### config.mk
export PLATFORM = sky130hd
export DESIGN_NAME = adc_sar_ctrl_flat
export DESIGN_NICKNAME = d
export VERILOG_FILES = /design/src/rtl/adc_sar_ctrl_if.sv /design/src/rtl/adc_sar_ctrl.sv /design/src/flat_wrapper.sv
export SDC_FILE = /design/constraint.sdc
export NUM_CORES = 1
export LEC_CHECK = 0
export CAP_MARGIN = 20
export CELL_PAD_IN_SITES_DETAIL_PLACEMENT = 1
export CELL_PAD_IN_SITES_GLOBAL_PLACEMENT = 2
export CORE_MARGIN = 2
export CORE_UTILIZATION = 30
export DETAILED_ROUTE_END_ITERATION = 16
export HOLD_SLACK_MARGIN = 0.06
export PLACE_DENSITY = 0.81
export SLEW_MARGIN = 5
export SYNTH_ARGS = -nofsm -noshare
export SYNTH_HDL_FRONTEND = slang
export SYNTH_SLANG_ARGS = --single-unit
### constraint.sdc
create_clock -name clk -period 1.8 [get_ports clk]
set_input_delay 0.36 -clock clk [delete_from_list [all_inputs] [get_ports clk]]
set_output_delay 0.36 -clock clk [all_outputs]
set_load 0.01 [all_outputs]
### src/rtl/adc_sar_ctrl_if.sv
// ---------------------------------------------------------------------------
// adc_sar_ctrl_if
// Bundles the control, comparator and result signals of the SAR ADC
// controller. The slave modport is the controller's view. The master modport
// is the view of whatever issues conversion requests and models the
// comparator.
//
// Signals:
//   start     request a conversion (ignored while busy)
//   abort     cancel the conversion in progress
//   comp      comparator result, 1 = Vin >= Vdac(dac_code)
//   sample    sample/hold switch enable to the analog macro
//   dac_code  trial code presented to the capacitor DAC
//   busy      conversion in progress (sampling or converting)
//   done      one-cycle pulse, result updated this cycle
//   result    last completed conversion
// ---------------------------------------------------------------------------
interface adc_sar_ctrl_if #(
  parameter int NBITS = 10
) ();

  logic             start;
  logic             abort;
  logic             comp;
  logic             sample;
  logic [NBITS-1:0] dac_code;
  logic             busy;
  logic             done;
  logic [NBITS-1:0] result;

  modport master (
    output start,
    output abort,
    output comp,
    input  sample,
    input  dac_code,
    input  busy,
    input  done,
    input  result
  );

  modport slave (
    input  start,
    input  abort,
    input  comp,
    output sample,
    output dac_code,
    output busy,
    output done,
    output result
  );

endinterface

### src/rtl/adc_sar_ctrl.sv
// ---------------------------------------------------------------------------
// adc_sar_ctrl
// Successive-approximation controller for the ADC macro. It drives the
// sample/hold switch and the capacitor-DAC trial code. It resolves one result
// bit per trial from the comparator, MSB first, and publishes the final code
// with a one-cycle done pulse.
//
// Ports:
//   clk   single clock, rising edge
//   rst   synchronous, active-high reset
//   bus   adc_sar_ctrl_if.slave: start/abort/comp in,
//         sample/dac_code/busy/done/result out (all outputs registered)
// ---------------------------------------------------------------------------
module adc_sar_ctrl #(
  parameter int NBITS      = 10,
  parameter int SAMPLE_CYC = 4,
  parameter int SETTLE_CYC = 2
) (
  input logic           clk,
  input logic           rst,
  adc_sar_ctrl_if.slave bus
);

  // A parameter value of 1 would give a zero-width counter, so keep at least one bit
  localparam int SCW = (SAMPLE_CYC > 1) ? $clog2(SAMPLE_CYC) : 1;
  localparam int TCW = (SETTLE_CYC > 1) ? $clog2(SETTLE_CYC) : 1;
  localparam int BW  = $clog2(NBITS);

  localparam logic [NBITS-1:0] ONE         = NBITS'(1);
  localparam logic [SCW-1:0]   SAMP_LAST   = SCW'(SAMPLE_CYC - 1);
  localparam logic [TCW-1:0]   SETTLE_LAST = TCW'(SETTLE_CYC - 1);
  localparam logic [BW-1:0]    MSB_IDX     = BW'(NBITS - 1);

  typedef enum logic [1:0] {
    ST_IDLE,
    ST_SAMP,
    ST_CONV,
    ST_DONE
  } state_t;

  state_t           state, state_n;
  logic [SCW-1:0]   samp_cnt, samp_cnt_n;
  logic [TCW-1:0]   settle_cnt, settle_cnt_n;
  logic [BW-1:0]    bit_idx, bit_idx_n;
  logic             sample_q, sample_n;
  logic             busy_q, busy_n;
  logic             done_q, done_n;
  logic [NBITS-1:0] dac_q, dac_n;
  logic [NBITS-1:0] result_q, result_n;
  logic [NBITS-1:0] decided;

  // Next-state and next-output logic. Every output is computed for the state
  // being entered and then registered, so the outputs change together with the
  // state. During conversion the DAC code register also serves as the working
  // register. It holds the decided upper bits plus the current trial bit.
  always_comb begin
    state_n      = state;
    samp_cnt_n   = samp_cnt;
    settle_cnt_n = settle_cnt;
    bit_idx_n    = bit_idx;
    sample_n     = 1'b0;
    busy_n       = 1'b0;
    done_n       = 1'b0;
    dac_n        = '0;
    result_n     = result_q;
    decided      = dac_q;

    case (state)
      // Idle and done accept a new request the same way. This allows
      // back-to-back conversions. Abort always blocks a start.
      ST_IDLE, ST_DONE: begin
        if (bus.start && !bus.abort) begin
          state_n    = ST_SAMP;
          samp_cnt_n = '0;
          sample_n   = 1'b1;
          busy_n     = 1'b1;
        end else begin
          state_n = ST_IDLE;
        end
      end

      // Hold the sample switch closed for the acquisition window. Then present
      // the MSB trial code.
      ST_SAMP: begin
        if (bus.abort) begin
          state_n = ST_IDLE;
        end else if (samp_cnt == SAMP_LAST) begin
          state_n      = ST_CONV;
          bit_idx_n    = MSB_IDX;
          settle_cnt_n = '0;
          busy_n       = 1'b1;
          dac_n        = ONE << MSB_IDX;
        end else begin
          samp_cnt_n = samp_cnt + SCW'(1);
          sample_n   = 1'b1;
          busy_n     = 1'b1;
        end
      end

      // Each trial holds its code for the settle window. On the last cycle the
      // comparator keeps or clears the trial bit. Then the next lower bit is
      // tried, or the result is published once bit 0 is decided.
      ST_CONV: begin
        if (bus.abort) begin
          state_n = ST_IDLE;
        end else if (settle_cnt != SETTLE_LAST) begin
          settle_cnt_n = settle_cnt + TCW'(1);
          busy_n       = 1'b1;
          dac_n        = dac_q;
        end else begin
          decided = bus.comp ? dac_q : (dac_q & ~(ONE << bit_idx));
          if (bit_idx == '0) begin
            state_n  = ST_DONE;
            done_n   = 1'b1;
            result_n = decided;
          end else begin
            bit_idx_n    = bit_idx - BW'(1);
            settle_cnt_n = '0;
            busy_n       = 1'b1;
            dac_n        = decided | (ONE << (bit_idx - BW'(1)));
          end
        end
      end

      default: begin
        state_n = ST_IDLE;
      end
    endcase
  end

  // State, counter and output registers. Reset is synchronous and overrides
  // every input.
  always_ff @(posedge clk) begin
    if (rst) begin
      state      <= ST_IDLE;
      samp_cnt   <= '0;
      settle_cnt <= '0;
      bit_idx    <= '0;
      sample_q   <= 1'b0;
      busy_q     <= 1'b0;
      done_q     <= 1'b0;
      dac_q      <= '0;
      result_q   <= '0;
    end else begin
      state      <= state_n;
      samp_cnt   <= samp_cnt_n;
      settle_cnt <= settle_cnt_n;
      bit_idx    <= bit_idx_n;
      sample_q   <= sample_n;
      busy_q     <= busy_n;
      done_q     <= done_n;
      dac_q      <= dac_n;
      result_q   <= result_n;
    end
  end

  assign bus.sample   = sample_q;
  assign bus.busy     = busy_q;
  assign bus.done     = done_q;
  assign bus.dac_code = dac_q;
  assign bus.result   = result_q;

endmodule

### src/flat_wrapper.sv
// flat-port wrapper written by rule: the top's interface ports become plain ports
module adc_sar_ctrl_flat 
#(
  parameter int NBITS      = 10,
  parameter int SAMPLE_CYC = 4,
  parameter int SETTLE_CYC = 2
)
  (clk, rst, bus_start, bus_abort, bus_comp, bus_sample, bus_dac_code, bus_busy, bus_done, bus_result);
  adc_sar_ctrl_if #(.NBITS(NBITS)) bus_i ();
  input logic clk;
  input logic rst;
  input wire logic [$bits(bus_i.start)-1:0] bus_start;
  input wire logic [$bits(bus_i.abort)-1:0] bus_abort;
  input wire logic [$bits(bus_i.comp)-1:0] bus_comp;
  output wire logic [$bits(bus_i.sample)-1:0] bus_sample;
  output wire logic [$bits(bus_i.dac_code)-1:0] bus_dac_code;
  output wire logic [$bits(bus_i.busy)-1:0] bus_busy;
  output wire logic [$bits(bus_i.done)-1:0] bus_done;
  output wire logic [$bits(bus_i.result)-1:0] bus_result;
  assign bus_i.start = bus_start;
  assign bus_i.abort = bus_abort;
  assign bus_i.comp = bus_comp;
  assign bus_sample = bus_i.sample;
  assign bus_dac_code = bus_i.dac_code;
  assign bus_busy = bus_i.busy;
  assign bus_done = bus_i.done;
  assign bus_result = bus_i.result;
  adc_sar_ctrl #(.NBITS(NBITS), .SAMPLE_CYC(SAMPLE_CYC), .SETTLE_CYC(SETTLE_CYC)) u_core (.clk(clk), .rst(rst), .bus(bus_i));
endmodule
**Word level (Yosys, flattened, before mapping)**

Cells that the tools add are included.

- Bits in registers: 32
- Logic and storage cells: 86

- Add/sub/neg operators: 3
- Equality and inequality tests: 14
- Shift operators: 2
- Multiplexer cells: 39
- Bitwise gates (word level): 6
- Reduce and logical (&&, ||, !) cells: 13

Operators by type and width:

| kind | count |
|---|---|
| $mux 10 | 6 |
| $mux 4 | 5 |
| $pmux 10 s2 | 1 |
| $shl 1x4->10 const A | 2 |
| $mux 2 | 8 |
| $mux 1 | 13 |
| $reduce_and 4->1 | 3 |
| $and 10x10->10 | 1 |
| $not 10->10 | 1 |
| $or 10x10->10 | 1 |
| $ne 3x2->1 const B | 3 |
| $ne 2x2->1 const B | 4 |
| $pmux 4 s2 | 1 |
| $eq 2x2->1 const B | 3 |
| $ne 2x1->1 const B | 3 |
| $pmux 2 s3 | 1 |
| $reduce_and 6->1 | 1 |
| $logic_not 4->1 | 1 |
| $pmux 1 s2 | 2 |
| $pmux 2 s2 | 1 |
| $reduce_bool 2->1 | 2 |
| $reduce_or 4->1 | 1 |
| $sub 4x1->4 const B | 1 |
| $not 1->1 | 3 |
| other kinds (9) | 9 |

**Longest topological paths before layout**

Gate-level depths: netlist of run 1.

- Depth in word-level cells: 9
- Gate-level depth with buffers: 8
- Gate-level depth less buffers: 6

**Least setup slack after synthesis of run 1**

Ideal clock, no wire load.

- Path kind: reg2reg
- From: reg u_core.bit_idx[0]
- To: reg u_core.bit_idx[2]
- Setup time: 0.132 ns
- Data arrival time: 1.691 ns
- Data required time: 1.668 ns
- Setup slack: -0.024 ns
- Cell stages (with the launch flop): 7
- Buffers on the path: 0
- Period minus slack after synthesis: 1.824 ns
- Cell sequence: dfxtp_1 inv_1 ha_1 and4bb_1 or4_1 o21ai_1 a21oi_1

- Word-level cells in the longest chain between the ends: 5
- Elaborated cells between the ends (all ways): 8
- Those cells by class: 1 x add/sub; 1 x eq/ne; 4 x mux; 2 x reduce/logical

Ends and longest elaborated chain:

| element | line | source |
|---|---|---|
| start, declared | adc_sar_ctrl.sv:44 | `logic [BW-1:0] bit_idx, bit_idx_n;` |
| start signal, assigned | adc_sar_ctrl.sv:148 | `bit_idx <= bit_idx_n;` |
| $sub 4x1->4 | adc_sar_ctrl.sv:117 | `bit_idx_n = bit_idx - BW'(1);` |
| $mux 4 | adc_sar_ctrl.sv:112 | `if (bit_idx == '0) begin` |
| $mux 4 | adc_sar_ctrl.sv:106 | `end else if (settle_cnt != SETTLE_LAST) begin` |
| $mux 4 | adc_sar_ctrl.sv:104 | `if (bus.abort) begin` |
| $pmux 4 s2 | adc_sar_ctrl.sv:68 | `case (state)` |

Several ways; a longest one is shown, not always the timed one. The select of a mux whose other input is x is not followed.
A chain may end at the register's enable or synchronous reset.

**Worst setup path in the final report of run 1**

- From: reg u_core.state[0]
- To: reg u_core.bit_idx[2]

- Word-level cells in the longest chain between the ends: 3
- Elaborated cells between the ends (all ways): 10
- Those cells by class: 7 x eq/ne; 1 x mux; 2 x reduce/logical

Ends and longest elaborated chain:

| element | line | source |
|---|---|---|
| start, declared | adc_sar_ctrl.sv:41 | `state_t state, state_n;` |
| start signal, assigned | adc_sar_ctrl.sv:145 | `state <= state_n;` |
| $eq 2x2->1 / $eq 2x1->1 (equally long branches) | adc_sar_ctrl.sv:68 |  |
| $ne 2x1->1 (no line) (tied with other cells) | -- |  |
| $reduce_and 6->1 (no line) | -- |  |

Several ways; a longest one is shown, not always the timed one.

==> flow_summary.ini, run 1 <==
[outcome]
run_status = completed

[power]
power-per-cell-area_mw_per_mm2 = 583.7
vdd_ir_drop_max_uv = 358.8
total_leakage_power_nw = 1.062

[clock_tree]
number_of_buffers_created_by_cts = 5
cts_num_sinks = 32
clk_latency_ps = 280
tritoncts = built
cts_setup_buffers = 0
clk_pin_slew_ps = 70
cts_hold_repair.buffers = 0
ctsRootBufferMaster = sky130_fd_sc_hd__clkbuf_8
cts_buffer_depth = 2
level_count_of_the_clock_h_tree = 2

[grt]
grt_first_pass_wirelength_um = 8245
global_route.usage.met1_pct = 22.52
grt.met3_usage_pct = 3.000
number_of_antenna_violations_at_the_first_check_in_global_routing = 0
gr-total-overflow = 0
grt_max_degree = 21
number_of_global_route_vias_before_repair = 1645
globalRouteTotalUtil_pct = 16.15
use_met2_pct = 25.41
top_usage_layer = met2

[sta]
peak_clock_frequency_supported_by_timing_mhz = 580.5
final-max-slew-violation-count = 0
fin_setup_tns_ps = 0
fin_skew_ps = 4.404
finalCritPeriodShare_pct = 95.70
worst_slew_pin_slew_ps = 442.4
hold_vio_cnt_final = 0
period_needed_ps = 1723
max-slew-margin-rel_pct = 70.45
setup_violations = 0

[placement]
numPortBuffers = 27
place.detailed.hpwl_um = 3627
place.gp.congestion = 0.8186
dpl_cell_area_mm2 = 0.002382

[worst_setup_path]
timing.rr.start = u_core.state[0]
element_type_at_the_critical_path_end = register
r2r_end = u_core.bit_idx[2]
start_kind = register
req_time_crit_path_ps = 1980
worstPathMaxFanout = 3
rrSetupSlack_ps = 80
path_class = register to register
timing.critical_path.arrival_ps = 1900
r2r_cells = 6

[die]
initial_standard_cell_utilization_of_the_core_pct = 30.69
die-width_um = 81.36
total_die_area_mm2 = 0.006619
coreArea_mm2 = 0.005851
io_pins = 28
die_h_um = 81.36
num_rows = 28

[logic_synthesis]
warning_count_from_the_yosys_run = 0
dominantRegCellSynth = sky130_fd_sc_hd__dfxtp_1
post_synth_inst_count = 191
synth_async_sr_flop_share_pct = 0
synth.ff_latch_count = 32
sequential_area_share_after_synthesis_pct = 35.68
synth_enable_flop_cells = 0
number_of_distinct_library_cell_variants_in_the_gate_level_netlist_after_synthesis = 49
synth_fp_nets = 204
postSynthAreaPerCell_um2 = 9.400
synth_area_mm2 = 0.001795

[hold_path]
holdPathStages = 2
hold_startpoint = u_core.samp_cnt[1]
timing.hold.worst.class = register to register
hold_path_end = u_core.samp_cnt[1]

[finish]
insertedDiodeCount = 0
proportion_of_layout_cells_with_a_drive_suffix_above_1_pct = 24.60
num-nets-final = 260
finalInstanceArea_mm2 = 0.002555
synthToLayoutAreaGrowth_pct = 42.30

[routing]
drt_first_iter_violations = 66
detail_route.drc_violations = 0
drt_first_pass_iters = 4
post_drt_via_cell_ratio = 5.161
detail-route-antenna-nets = 0
totalWireLength_um = 5086
routedWlPerCell_um = 15.75
dr_total_vias = 1667

[run]
timing.max_cap.violations = 0
-- state kept, by name, summed over array words and instances, names as in the netlist --
register             cells
u_core.samp_cnt          2
u_core.settle_cnt        1
u_core.bit_idx           4
u_core.bus.result       10
u_core.bus.done          1
u_core.bus.sample        1
u_core.bus.busy          1
u_core.bus.dac_code     10
u_core.state             2
-- worst max-delay path by stage --
stage,from,to,depth (start not counted)
after CTS,u_core.state[1],u_core.bit_idx[2],6
after detailed placement,bus_comp,u_core.bus.dac_code[2],5
after global routing,u_core.bit_idx[0],u_core.bus.dac_code[7],6
final,u_core.state[0],u_core.bit_idx[2],6
after floorplan,u_core.bit_idx[0],u_core.bus.dac_code[0],7
after global placement,bus_abort,u_core.bus.dac_code[4],5
-- per-layer routing --
layer  vias up  wire (µm)
li1        805          -
met1       828       2448
met2        28       2456
met3         6        120
met4         0         61
met5         -          0
-- repair_timing --
| action | in CTS | in global routing |
|---|---|---|
| endpoints found under the setup margin | 10 | 21 |
| pin swaps | 2 | 2 |
| endpoints found under the hold margin | 0 | 0 |
| resized for setup | 2 | 11 |
-- where the power goes --
group	internal [mW]	switching [mW]	total, mW	leakage, nW
clock	0.411	0.281	0.692	0.0552
combinational	0.0415	0.0459	0.0874	0.747
sequential	0.711	0.00125	0.712	0.259
total	1.16	0.328	1.49	1.06
-- critical path: stages (launching register included) --
cell                      delay (ps)
sky130_fd_sc_hd__dfxtp_1         310
sky130_fd_sc_hd__buf_4           120
sky130_fd_sc_hd__ha_1            220
sky130_fd_sc_hd__mux2i_2         210
sky130_fd_sc_hd__or4_4           540
sky130_fd_sc_hd__o21ai_1         140
sky130_fd_sc_hd__a21oi_1          70
-- layout by cell type (no fill, tap or decap), types with 3 or more instances in the layout --
cell	synthesis	routed
sky130_fd_sc_hd__nor2b_1	3	3
sky130_fd_sc_hd__nand4bb_1	4	4
sky130_fd_sc_hd__nand2_1	6	5
sky130_fd_sc_hd__mux2i_1	13	12
sky130_fd_sc_hd__buf_4	1	31
sky130_fd_sc_hd__nor3b_1	8	8
sky130_fd_sc_hd__and2_1	3	3
sky130_fd_sc_hd__a21oi_1	9	9
sky130_fd_sc_hd__dfxtp_1	32	30
sky130_fd_sc_hd__clkdlybuf4s50_1	0	27
sky130_fd_sc_hd__clkbuf_8	0	5
sky130_fd_sc_hd__a211oi_1	5	5
sky130_fd_sc_hd__a31oi_2	0	3
sky130_fd_sc_hd__nor3_1	3	3
sky130_fd_sc_hd__a31oi_1	9	6
sky130_fd_sc_hd__inv_1	9	9
sky130_fd_sc_hd__nor2_1	21	21
sky130_fd_sc_hd__nor4_4	3	3
sky130_fd_sc_hd__a21o_1	8	8
sky130_fd_sc_hd__ha_1	8	6
-- area by class of cell --
type                            instances  area, µm²
Clock inverter                          2      35.03
Timing Repair Buffer                   60      543.0
Sequential cell                        32      643.1
Inverter                                9      33.78
Clock buffer                            6      72.57
Fill cell                             669       3296
Multi-Input combinational cell        139       1134
Tap cell                               75      93.84
-- per-stage QoR --
| stage | total power [mW] | setup slack, ps | utilization, % | instances | hold slack [ps] |
|---|---|---|---|---|---|
| after CTS | 1.506 | 6.689 | 42.81 | 323 | 486.8 |
| after global routing | 1.543 | -3.544 | 43.67 | 323 | 520.3 |
| after global placement | 0.8126 | -140.4 | 40.72 | 315 | 458.0 |
| after floorplan | 0.7666 | 19.88 | - | 191 | 449.8 |
| after detailed placement | 0.8139 | -185.0 | 40.72 | 315 | 475.1 |
| final | 1.491 | 77.47 | 43.67 | 323 | 480.0 |
-- cells in the mapped netlist (2+ instances only) --
cell type	instances	area (µm²)
sky130_fd_sc_hd__a21o_1	8	60.06
sky130_fd_sc_hd__or4b_1	3	30.03
sky130_fd_sc_hd__xor2_1	2	17.52
sky130_fd_sc_hd__nor3b_1	8	60.06
sky130_fd_sc_hd__o21ai_1	2	10.01
sky130_fd_sc_hd__and2_1	3	18.77
sky130_fd_sc_hd__dfxtp_1	32	640.6
sky130_fd_sc_hd__nor2_1	21	78.83
sky130_fd_sc_hd__a211oi_1	5	37.54
sky130_fd_sc_hd__nor3_1	3	15.01
sky130_fd_sc_hd__nand2_1	6	22.52
sky130_fd_sc_hd__a21oi_1	9	45.04
sky130_fd_sc_hd__mux2i_1	13	130.1
sky130_fd_sc_hd__buf_2	6	30.03
sky130_fd_sc_hd__a31oi_1	9	56.30
sky130_fd_sc_hd__and4bb_1	2	25.02
sky130_fd_sc_hd__nor2b_1	3	18.77
sky130_fd_sc_hd__nand4bb_1	4	45.04
sky130_fd_sc_hd__clkbuf_1	3	11.26
sky130_fd_sc_hd__o21bai_1	2	15.01
sky130_fd_sc_hd__nand2b_1	2	12.51
sky130_fd_sc_hd__nor4_4	3	63.81
sky130_fd_sc_hd__ha_1	8	100.1
sky130_fd_sc_hd__inv_1	9	33.78
-- kinds of logic (layout without fill, tap and decap cells) --
group                    after synthesis  after routing  share of synthesized area (%)
AND/OR/NAND/NOR                       71             71                          27.88
AO/OA/AOI/OAI                         43             43                          16.45
flip-flops                            32             32                          35.68
buffers and inverters                 20             77                          4.808
multiplexers                          13             13                          7.247
adder cells (fa/ha/maj)                8              8                          5.575
XOR/XNOR                               4              4                          2.370
(Power assumes the default switching activity.)
==> inputs of run 2 (changes only) <==
--- a/config.mk
+++ b/config.mk
@@ -5,6 +5,7 @@
 export SDC_FILE = /design/constraint.sdc
 export NUM_CORES = 1
 export LEC_CHECK = 0
+export ABC_CLOCK_PERIOD_IN_PS = 1800
 export CAP_MARGIN = 20
 export CELL_PAD_IN_SITES_DETAIL_PLACEMENT = 1
 export CELL_PAD_IN_SITES_GLOBAL_PLACEMENT = 2
==> results of run 2 <==
Final layout, timing and power as in run 1 (identical DEF).
==> inputs of run 3 (changes only) <==
--- a/config.mk
+++ b/config.mk
@@ -14,6 +14,7 @@
 export DETAILED_ROUTE_END_ITERATION = 16
 export HOLD_SLACK_MARGIN = 0.06
 export PLACE_DENSITY = 0.81
+export REMOVE_ABC_BUFFERS = 1
 export SLEW_MARGIN = 5
 export SYNTH_ARGS = -nofsm -noshare
 export SYNTH_HDL_FRONTEND = slang
==> flow_summary.ini, run 3 (synthesized netlist as in run 1, its figures left out) <==
[finish]
num-nets-final = 263
area_taken_by_flip_flops_and_latches_um2 = 643.1
synthToLayoutAreaGrowth_pct = 39.93
number_of_filler_cells_placed_in_the_layout = 682
cell_count_final_fillers_out = 326
area_of_the_multi_input_gates_mm2 = 0.001096
mostFrequentLayoutCell = sky130_fd_sc_hd__buf_4
insertedDiodeCount = 0
layout_common_cells = sky130_fd_sc_hd__buf_4 (35), sky130_fd_sc_hd__dfxtp_1 (30), sky130_fd_sc_hd__clkdlybuf4s50_1 (27)
proportion_of_layout_cells_with_a_drive_suffix_above_1_pct = 24.30

[power]
cellInternalPower_mw = 1.061
power-per-cell-area_mw_per_mm2 = 548.7
power_share_of_the_combinational_group_pct = 6.6
total_switching_power_mw = 0.3173
clock_power_share_pct = 41.7
sum_of_internal_switching_and_leakage_power_mw = 1.379
vdd_ir_drop_max_uv = 280.8
seqPwrFrac_pct = 51.7
total_leakage_power_nw = 1.053
switching_power_as_a_share_of_total_power_pct = 23.02

[clock_tree]
cts_buffer_depth = 2
ctsRootBufferMaster = sky130_fd_sc_hd__clkbuf_8
cts_hold_repair.buffers = 0
number_of_buffers_created_by_cts = 5
tritoncts = built
level_count_of_the_clock_h_tree = 2
clk_latency_ps = 280
cts_num_sinks = 32
clk_pin_slew_ps = 70

[die]
io_pins = 28
coreArea_mm2 = 0.005851
die_h_um = 81.36
die-width_um = 81.36
num_rows = 28
total_die_area_mm2 = 0.006619
initial_standard_cell_utilization_of_the_core_pct = 30.69

[placement]
place_inst = 314
dp_slack_ps = -189.4
place.detailed.hpwl_um = 3640
numPortBuffers = 27
place.gp.congestion = 0.7665

[sta]
period_needed_ps = 1732
max-slew-margin-rel_pct = 68.29
worst_hold_margin_ps = 479.3
worst_slack_ps = 68.18
worst_slew_pin_slew_ps = 474.6
fin_skew_ps = 5.779
unrepaired_setup_endpoints_after_global_routing = no
finalCritPeriodShare_pct = 96.21
hold_vio_cnt_final = 0
final-max-slew-violation-count = 0
peak_clock_frequency_supported_by_timing_mhz = 577.4
setup_violations = 0

[grt]
number_of_global_route_vias_before_repair = 1664
grt_max_degree = 23
number_of_antenna_violations_at_the_first_check_in_global_routing = 0
globalRouteTotalUtil_pct = 16.03
gr-total-overflow = 0
grt_first_pass_wirelength_um = 8128

[run]
timing.max_cap.violations = 0

[routing]
post_drt_via_cell_ratio = 5.046
detail_route.drc_violations = 0
totalWireLength_um = 4950
detail-route-antenna-nets = 0
drt_first_pass_iters = 4
routedWlPerCell_um = 15.18
dr_total_vias = 1645
drt_first_iter_violations = 65

[worst_setup_path]
req_time_crit_path_ps = 1980
worstPathMaxFanout = 8
timing.critical_path.arrival_ps = 1910
element_type_at_the_critical_path_end = register
start_kind = register
path_class = register to register

[outcome]
run_status = completed

[hold_path]
timing.hold.worst.class = register to register
-- run 3: what timing repair did --
| action | 4_1_cts | 5_1_grt |
|---|---|---|
| gates resized for setup | 3 | 6 |
| buffers inserted | 2 | 2 |
| endpoints found under the setup margin | 22 | 19 |
| cloned | 0 | 0 |
| pin swaps | 2 | 6 |
-- run 3: metrics by stage --
stage | setup TNS [ps] | cell area, µm² | utilization [%]
floorplan | -232.6 | 1743 | -
detailed placement | -2632 | 2360 | 40.33
finish | 0 | 2512 | 42.94
global route | 0 | 2512 | 42.94
global placement | -2131 | 2360 | 40.33
CTS | 0 | 2486 | 42.49
-- run 3: per-layer routing --
layer,GRT usage (%),vias up,share of wire [%]
li1,-,811,-
met4,5.085,0,1.2
met1,19.93,798,46
met3,3.000,5,3.1
met5,0,-,0
met2,27.79,31,49
-- run 3: path summary, 6_finish.rpt --
kind / from / endpoint / slack [ps] / cells past startpoint
max: u_core.state[0] / u_core.bus.dac_code[0] / 70 / 7
min: u_core.samp_cnt[1] / u_core.samp_cnt[1] / 480 / 2
max reg2reg: u_core.state[0] / u_core.bus.dac_code[0] / 70 / 7
min reg2reg: u_core.samp_cnt[1] / u_core.samp_cnt[1] / 480 / 2
-- run 3: worst max-delay path, stage by stage, from the launching register on --
cell	delay, ps
sky130_fd_sc_hd__dfxtp_2	340
sky130_fd_sc_hd__inv_1	70
sky130_fd_sc_hd__ha_4	300
sky130_fd_sc_hd__and4bb_1	220
sky130_fd_sc_hd__buf_4	180
sky130_fd_sc_hd__and2_4	170
sky130_fd_sc_hd__o211a_1	210
sky130_fd_sc_hd__a21o_1	140
-- run 3: final cells by class --
class / count / share of cell area (%)
multi-input combinational: 139 / 43.63
sequential: 32 / 25.60
timing repair buffer: 63 / 22.01
tap: 75 / 3.735
clock buffer: 6 / 3.287
inverter: 9 / 1.345
clock inverter: 2 / 0.3984
-- run 3: power by group through the flow --
| stage | Sequential (mW) | Clock (mW) | Combinational [mW] |
|---|---|---|---|
| 2_1_floorplan | 0.730 | 0 | 0.0255 |
| 3_3_place_gp | 0.729 | 0 | 0.0877 |
| 3_5_place_dp | 0.729 | 0 | 0.0893 |
| 4_1_cts | 0.713 | 0.597 | 0.0918 |
| 5_1_grt | 0.713 | 0.633 | 0.0988 |
| 6_report | 0.713 | 0.575 | 0.0909 |
